<file path="src/rtl/snake_cell_painter_if.sv">
// Cell-map write port: the painter presents address/code, the map RAM accepts with ready.
interface snake_cell_painter_if;
    logic        wr_valid;
    logic        wr_ready;
    logic [13:0] wr_addr;
    logic [1:0]  wr_data;

    modport master (output wr_valid, output wr_addr, output wr_data, input wr_ready);
    modport slave  (input wr_valid, input wr_addr, input wr_data, output wr_ready);
endinterface

</file>
<file path="src/rtl/snake_cell_painter.sv">
// Snapshots the snake position list, erases the previously painted cells, paints the new
// ones into the cell map and flags head-on-body self-collision.
module snake_cell_painter #(
    parameter int LEN      = 31,
    parameter int W        = 16,
    parameter int CELLS    = 9600,
    parameter int SNAKE_ID = 1
) (
    input  logic                      clk,
    input  logic                      rst,
    input  logic                      start_i,
    input  logic [LEN-1:0][W-1:0]     pos_num_i,
    output logic                      busy_o,
    output logic                      done_o,
    output logic                      self_hit_o,
    snake_cell_painter_if.master      wr
);

    localparam logic [W-1:0] UNUSED     = {W{1'b1}};
    localparam logic [W-1:0] CELLS_W    = W'(CELLS);
    localparam logic [1:0]   PAINT_CODE = 2'(SNAKE_ID + 1);
    localparam logic [4:0]   LAST_IDX   = 5'(LEN - 1);

    typedef enum logic [1:0] {S_IDLE, S_ERASE, S_DRAW, S_DONE} state_e;

    state_e                  state_q;
    logic [4:0]              idx_q;
    logic [LEN-1:0][W-1:0]   new_q;
    logic [LEN-1:0][W-1:0]   old_q;
    logic                    self_hit_q;

    logic [W-1:0]            cur_s;
    logic                    cur_valid_s;
    logic                    advance_s;
    logic                    hit_s;

    // Decode the entry under idx and the write it presents; invalid entries skip without a write.
    always_comb begin
        cur_s       = (state_q == S_DRAW) ? new_q[idx_q] : old_q[idx_q];
        cur_valid_s = ((state_q == S_ERASE) || (state_q == S_DRAW)) &&
                      (cur_s != UNUSED) && (cur_s < CELLS_W);
        advance_s   = cur_valid_s ? wr.wr_ready : 1'b1;
        hit_s       = (state_q == S_DRAW) && (idx_q != 5'd0) && cur_valid_s &&
                      (cur_s == new_q[0]);
    end

    assign wr.wr_valid = cur_valid_s;
    assign wr.wr_addr  = cur_valid_s ? cur_s[13:0] : 14'd0;
    assign wr.wr_data  = (cur_valid_s && (state_q == S_DRAW)) ? PAINT_CODE : 2'b00;

    assign busy_o     = (state_q != S_IDLE);
    assign done_o     = (state_q == S_DONE);
    assign self_hit_o = self_hit_q;

    // Repaint sequencer: snapshot, erase old cells, draw new cells, commit the snapshot.
    always_ff @(posedge clk or posedge rst) begin
        if (rst) begin
            state_q    <= S_IDLE;
            idx_q      <= 5'd0;
            new_q      <= {(LEN*W){1'b1}};
            old_q      <= {(LEN*W){1'b1}};
            self_hit_q <= 1'b0;
        end else begin
            case (state_q)
                S_IDLE: begin
                    if (start_i) begin
                        new_q      <= pos_num_i;
                        self_hit_q <= 1'b0;
                        idx_q      <= 5'd0;
                        state_q    <= S_ERASE;
                    end
                end
                S_ERASE: begin
                    if (advance_s) begin
                        if (idx_q == LAST_IDX) begin
                            idx_q   <= 5'd0;
                            state_q <= S_DRAW;
                        end else begin
                            idx_q <= idx_q + 5'd1;
                        end
                    end
                end
                S_DRAW: begin
                    if (hit_s) begin
                        self_hit_q <= 1'b1;
                    end
                    if (advance_s) begin
                        if (idx_q == LAST_IDX) begin
                            idx_q   <= 5'd0;
                            state_q <= S_DONE;
                        end else begin
                            idx_q <= idx_q + 5'd1;
                        end
                    end
                end
                S_DONE: begin
                    old_q   <= new_q;
                    state_q <= S_IDLE;
                end
                default: begin
                    state_q <= S_IDLE;
                    idx_q   <= 5'd0;
                end
            endcase
        end
    end

endmodule

</file>
<file path="src/flat_wrapper.sv">
// flat-port wrapper written by rule: the top's interface ports become plain ports
module snake_cell_painter_flat 
#(
    parameter int LEN      = 31,
    parameter int W        = 16,
    parameter int CELLS    = 9600,
    parameter int SNAKE_ID = 1
)
  (clk, rst, start_i, pos_num_i, busy_o, done_o, self_hit_o, wr_wr_valid, wr_wr_addr, wr_wr_data, wr_wr_ready);
  snake_cell_painter_if wr_i ();
  input  logic clk;
  input  logic rst;
  input  logic start_i;
  input  logic [LEN-1:0][W-1:0] pos_num_i;
  output logic busy_o;
  output logic done_o;
  output logic self_hit_o;
  output wire logic [$bits(wr_i.wr_valid)-1:0] wr_wr_valid;
  output wire logic [$bits(wr_i.wr_addr)-1:0] wr_wr_addr;
  output wire logic [$bits(wr_i.wr_data)-1:0] wr_wr_data;
  input wire logic [$bits(wr_i.wr_ready)-1:0] wr_wr_ready;
  assign wr_wr_valid = wr_i.wr_valid;
  assign wr_wr_addr = wr_i.wr_addr;
  assign wr_wr_data = wr_i.wr_data;
  assign wr_i.wr_ready = wr_wr_ready;
  snake_cell_painter #(.LEN(LEN), .W(W), .CELLS(CELLS), .SNAKE_ID(SNAKE_ID)) u_core (.clk(clk), .rst(rst), .start_i(start_i), .pos_num_i(pos_num_i), .busy_o(busy_o), .done_o(done_o), .self_hit_o(self_hit_o), .wr(wr_i));
endmodule
</file>
<file path="config.mk">
export PLATFORM = sky130hd
export DESIGN_NAME = snake_cell_painter_flat
export DESIGN_NICKNAME = d
export VERILOG_FILES = /design/src/rtl/snake_cell_painter_if.sv /design/src/rtl/snake_cell_painter.sv /design/src/flat_wrapper.sv
export SDC_FILE = /design/constraint.sdc
export NUM_CORES = 2
export LEC_CHECK = 0
export ABC_AREA = 1
export CORE_ASPECT_RATIO = 0.9
export CORE_UTILIZATION = 62
export CTS_CLUSTER_DIAMETER = 150
export DETAILED_ROUTE_END_ITERATION = 10
export PLACE_DENSITY_LB_ADDON = 0.05
export SLEW_MARGIN = 20
export SYNTH_ARGS = -nofsm -noshare
export SYNTH_HDL_FRONTEND = slang
export SYNTH_SLANG_ARGS = --single-unit
</file>
<file path="constraint.sdc">
create_clock -name clk -period 77.3 [get_ports clk]
set_input_delay 15.46 -clock clk [delete_from_list [all_inputs] [get_ports clk]]
set_output_delay 15.46 -clock clk [all_outputs]
set_load 0.05 [all_outputs]
</file>
# ---- Word-level counts from Yosys, hierarchy flattened
# Cells that the tools add are included.
dict set report word_totals {
  out_inout_bits 20
  register_bits 1000
  in_bits 500
  wordCells 119
}
dict set report op_classes {
  order_cmp 2
  n_reduce_logical 17
  addsub 1
  n_eq_ne 13
  muxes 21
}
# op count
set op_table {}
lappend op_table {{$bmux W16 S5} 2}
lappend op_table {{$mux W16} 3}
lappend op_table {{$eq A16 B16 Y1} 1}
lappend op_table {{$lt A16 B14 Y1 const B} 1}
lappend op_table {{$ne A16 B16 Y1 const B} 1}
lappend op_table {{$mux W5} 3}
lappend op_table {{$mux W14} 1}
lappend op_table {{$mux W2} 6}
lappend op_table {{$pmux W5 S2} 1}
lappend op_table {{$ne A2 B1 Y1 const B} 4}
lappend op_table {{$pmux W2 S4} 1}
lappend op_table {{$logic_and A1 B1 Y1} 6}
lappend op_table {{$lt A5 B6 Y1 const B} 1}
lappend op_table {{$ne A2 B2 Y1 const B} 3}
lappend op_table {{$reduce_and A3 Y1} 2}
lappend op_table {{$reduce_bool A2 Y1} 3}
lappend op_table {{$add A5 B1 Y5 const B} 1}
lappend op_table {{$eq A5 B5 Y1 const B} 1}
lappend op_table {{$reduce_and A5 Y1} 1}
lappend op_table {{$reduce_bool A5 Y1} 1}
lappend op_table {{$eq A2 B2 Y1 const B} 2}
lappend op_table {{$mux W1} 3}
lappend op_table {{$eq A2 B1 Y1 const B} 1}
lappend op_table {{$logic_not A2 Y1} 1}
lappend op_table {{other kinds (4)} 4}

# ---- Logic depth before layout (Yosys ltp)
dict set report logic_depth {
  word_depth 10
  ltp_mapped 25
  ltp_nobuf 22
}

# ---- Least setup slack after synthesis
# OpenSTA, ideal clock, no wires.
dict set report synth_path {
  path_type {reg2out}
  from {reg u_core.idx_q[0]}
  to {out wr_wr_addr[10]}
  t_required_ns 61.840
  arrival_time_ns 2.717
  stages_incl_launch_ff 17
  path_buffers 5
  setup_slack_ns 59.123
  path_cell_list {dfrtp_1 > buf_6 > inv_2 > buf_6 > buf_6 > buf_6 > nand2_1 > nand3_1 > o221ai_1 > o211ai_1 > nand2_1 > nand3_1 > nand3_1 > nor2_2 > nand2_2 > buf_2 > a21oi_1}
}
dict set report synth_via {
  elab_chain_cells 7
  word_cells_on_any_way 10
  classes_between {1 x order compare; 1 x eq/ne; 6 x mux; 2 x reduce/logical}
}
# element line_no
set synth_rtl {}
lappend synth_rtl {{start, declared} snake_cell_painter.sv:27} ;# logic [4:0] idx_q;
lappend synth_rtl {{start signal, assigned} snake_cell_painter.sv:79} ;# idx_q <= idx_q + 5'd1;
lappend synth_rtl {{start signal, assigned} snake_cell_painter.sv:92} ;# idx_q <= idx_q + 5'd1;
lappend synth_rtl {{$bmux W16 S5} snake_cell_painter.sv:39} ;# cur_s = (state_q == S_DRAW) ? new_q[idx_q] : old_q[idx_q];
lappend synth_rtl {{$mux W16 (not written as such)} snake_cell_painter.sv:39}
lappend synth_rtl {{$mux W16 (*)} snake_cell_painter.sv:39}
lappend synth_rtl {{branches (longest 3 deep; another with $lt A16 B14 Y1)} --}
lappend synth_rtl {{$mux W14 (*)} snake_cell_painter.sv:48} ;# assign wr.wr_addr = cur_valid_s ? cur_s[13:0] : 14'd0;
lappend synth_rtl {{end, declared} flat_wrapper.sv:19} ;# output wire logic [$bits(wr_i.wr_addr)-1:0] wr_wr_addr;
# Mark *: on every way between the ends. The select of a mux whose other input is x is not followed.

# ---- Worst setup path in the final report
dict set report layout_path {
  from {reg u_core.idx_q[0]}
  to {out wr_wr_addr[11]}
}
# Same word-level chain as after synthesis.

==> metrics.md <==
| Metric | Value |
|---|---|
| Outcome | finished clean |
| Hold-fix buffers, CTS | 0 |
| Sw frac | 40.4% |
| Static leakage | 23.9 nW |
| Syn Inst Count | 5,287 |
| Worst path cell trace | nand2_4 > inv_6 > buf_4 > buf_4 > nand2_1 > nand3_1 > nand2_1 > nand2_1 > nor2_1 > nand2_1 > nand3_1 > nand2_1 > inv_1 > nand2_1 > nand2_1 > nand2_1 > nand2_2 > nand2_2 > a21oi_1 > clkdlybuf4s50_1 |
| Synth Register Bits | 1,000 |
| Grt ovf | 0 |
| VDD IR max | 0.0332 mV |
| CTS tree | yes |
| Switching power total | 1.10 mW |
| Synthesized cell area | 47,900 sq um |
| Initial antenna violation count | 2 |
| Gate power share | 38.3% |
| Total internal power | 1.62 mW |
| Syn Area/Cell | 9.06 sq um |
| Crit-path max cell delay | 1.07 ns |
| Setup bufs post-CTS | 0 |
| RSZ-0062 raised after global routing | false |
| Final Critical Period | 22.15 ns |
| Initial Util | 62.7% |
| Synthesis warning total | 0 |
| Tcrit/Tclk final | 28.7% |
| CTS buffer count | 101 |
| Max-capacitance violation count | 0 |
| Main combinational cell family by area after synthesis | simple AND/OR/NAND/NOR gates |
| CTS clk-pin slew, worst paths | 0.06 ns |
| Most used cell along the critical path | nand2_1 |
| CP startpoint kind | flop |
| Residual DRC count | 0 |
| Final #Nets | 6,108 |
| Max clock buf depth | 3 |
| Hold Fails Final Rpt | 0 |
| Total Routing Usage GR | 39.8% |
| GPL Wtd Cong | 1.04 |
| Top delay family on crit path | buffers and inverters |
| Req. time, crit path | 61.84 ns |
| CP max stage cell | dfrtp_4 |
| Max_slew headroom | 29.4% |
| Routed Wire Length | 156 mm |
| First-pass GRT wire length | 234 mm |
| Synthesized-area fraction occupied by adder cells | 0.209% |
| Worst-margin pin slew | 1.06 ns |
| Via/cell ratio | 5.98 |
| Chip height | 266 um |
| Post-Synth XOR/XNOR Area | 0.0183% |
| Dpl ws | 56.14 ns |
| I/O Buffers | 518 |
| Bufs and invs on worst path | 5 |
| Syn_nets | 5,795 |
| Critical path endpoint category | primary output |
| Skew final | 0.0262 ns |
| Worst Path Arrival | 6.69 ns |
| Finished Layout Cells | 6,711 |
| Detail Placement HPWL | 105 mm |
| Via count | 40,146 |
| Resize count post-CTS | 0 |
| Core box area | 76,400 sq um |
| Type of the worst setup path | reg2out |
| PnR worst setup slack | 55.15 ns |
| Share of cells above drive strength 1 | 28.3% |
| Worst skew pair latency | 0.69 ns |
| Area grow syn2layout | 18.1% |
| Mux cell area share after synthesis | 8.86% |
| Pin count of the biggest net entering global routing | 196 |
| Post-synthesis cell type count | 38 |
| Clk network pwr share | 18.7% |
| Post-synthesis simple-gate area fraction | 16.8% |
| Pwr dens | 48.1 nW/um^2 |
| Worst hold slack | 0.461 ns |
| Max Fanout on Critical Path | 79 |
| Max Clk Rate | 0.0451 GHz |
| Seq/Total Area, Yosys | 54.8% |
| Initial DRC Count | 5,418 |
| Avg WL per Cell | 23.2 um |
| Final-report max-slew violation count | 0 |
| Sequential power share | 43.0% |
| Final setup violation count | 0 |
| Worst hold path class | reg2reg |
| Root Buffer | clkbuf_16 |
| Placed cells | 6,526 |
| Fin util | 74.1% |
| Vias in the first global route | 37,732 |
| Rows | 96 |
| # clock sinks | 1,000 |
| ANT nets after route | 0 |
| Die footprint | 78,400 sq um |
| DRT Pass-1 Iters | 6 |
| Die width | 295 um |
| H-Tree Depth | 3 |
| Setup_tns | 0 ns |
| Synth Area in Compound Gates | 12.0% |
| IO Pins | 520 |
[area by class of cell]
| type | instances | area (sq um) |
|---|---|---|
| repair buffers | 568 | 5600 |
| clock buffers | 150 | 2970 |
| fillers | 5706 | 19800 |
| diodes | 1 | 2.50 |
| clock inverters | 34 | 467 |
| multi-input cells | 3458 | 18200 |
| flip-flops and latches | 1000 | 26300 |
| inverters | 471 | 1800 |
| well taps | 1029 | 1290 |
[sequential cells by signal, summed over array words and instances, names as in the netlist]
signal,cells
u_core.new_q,496
u_core.state_q,2
u_core.idx_q,5
u_core.old_q,496
u_core.self_hit_o,1
[stage by stage]
step,power (mW),instance area (sq um)
finish,2.72,56600
floorplan,1.79,47900
CTS,2.69,56600
detailed placement,2.17,53200
global placement,2.14,53200
global route,2.86,56600
[cells by family (layout without fill, tap and decap cells)]
kind of cell / Yosys count / after routing
AOI/OAI and AO/OA: 1039 / 1039
muxes: 377 / 377
adders and majority gates: 8 / 8
buffers and inverters: 829 / 1223
and+or+nand+nor: 2032 / 2032
xor gates and xnor gates: 1 / 1
other: 1 / 2
DFF: 1000 / 1000
[Yosys cell counts]
cell	number	area share (%)
nand2_1	1449	11
dfstp_2	992	54
o21ai_0	544	5.7
inv_1	464	3.6
mux2_2	377	8.9
nor2_1	311	2.4
a21oi_1	284	3.0
nand3_1	208	2.2
clkbuf_1	199	1.6
buf_2	96	1.0
o211ai_1	70	1.1
a22oi_1	50	0.78
nand4_1	50	0.65
o221ai_1	48	0.88
buf_4	26	0.41
o21ai_1	25	0.26
buf_6	24	0.56
buf_1	13	0.10
dfrtp_1	8	0.42
ha_1	8	0.21
o2111ai_1	7	0.13
o22ai_1	6	0.078
inv_2	4	0.031
nand2_2	4	0.052
nor2_2	4	0.052
clkinv_1	3	0.023
or2_2	2	0.026
a211oi_1	1	0.016
a22o_1	1	0.018
a311oi_1	1	0.018
a31oi_1	1	0.013
conb_1	1	0.0078
nand3_2	1	0.021
nand3b_1	1	0.016
nor2_4	1	0.023
o31ai_1	1	0.016
or2_1	1	0.013
xor2_1	1	0.018
[final timing paths]
check | from | endpoint | slack, ns | cells after the start
setup / recovery | u_core.idx_q[0] | wr_wr_addr[11] | 55.15 | 20
hold / removal | u_core.old_q[158] | u_core.old_q[158] | 0.46 | 2
setup reg to reg | u_core.idx_q[0] | u_core.self_hit_o | 71.97 | 21
hold reg to reg | u_core.old_q[158] | u_core.old_q[158] | 0.46 | 2
max in group asynchronous | rst | u_core.new_q[83] | 58.85 | 5
min in group asynchronous | rst | u_core.new_q[291] | 15.72 | 2
[power by group through the flow]
stage,Sequential (mW),Combinational (mW),Clock (mW)
5_1_grt,1.19,1.14,0.533
6_report,1.17,1.04,0.509
4_1_cts,1.16,1.01,0.514
2_1_floorplan,1.06,0.728,0
3_3_place_gp,1.16,0.984,0
3_5_place_dp,1.16,1.01,0
[worst reg2reg max path: stages (launching register included)]
cell and delay (ns):
dfrtp_4 1.07, nand2_4 0.57, inv_6 0.46, buf_4 0.69
buf_4 0.72, nand2_1 0.14, nand3_1 0.11, nand2_1 0.05
nand2_1 0.07, nor2_1 0.04, nand2_1 0.06, nand3_1 0.06
nand2_1 0.12, inv_1 0.13, nand2_1 0.12, nand2_1 0.06
nand2_1 0.08, nand2_2 0.07, nand2_2 0.36, nor2_1 0.11
nand3_1 0.09, nand2_1 0.05
[metal layers]
metal / wire length (um) / up-vias / share of wire, % / track usage (%)
li1: - / 17847 / - / -
met1: 62900 / 19504 / 40 / 58.2
met2: 65000 / 2433 / 42 / 55.1
met3: 20200 / 360 / 13 / 11.0
met4: 7790 / 2 / 5.0 / 17.7
met5: 11 / - / 0.0071 / 0
[cell usage in the layout, fill, tap and decap left out, types with 2 or more instances in the layout]
cell type        instances
clkbuf_16              101
dfrtp_1                  4
clkinv_1                 2
buf_12                   3
dfrtp_2                  2
dfrtp_4                  2
clkbuf_1                23
or2_2                    2
nand2_1               1447
o221ai_1                48
inv_1                  460
clkbuf_8                26
nor2_1                 311
ha_1                     7
o22ai_1                  6
bufinv_16                9
clkinv_2                16
o21ai_1                 25
o2111ai_1                7
clkdlybuf4s50_1        518
buf_4                   46
nand2_4                  3
nand3_1                208
nor2_4                   4
clkinv_8                 2
nand4_1                 50
inv_6                    5
nand2_2                  3
a21oi_1                284
inv_2                    4
o211ai_1                70
mux2_2                 377
dfstp_2                992
clkinv_4                 2
inv_16                   2
inv_8                    3
a22oi_1                 50
o21ai_0                544
Note: power is estimated with default switching activity, not from simulation.
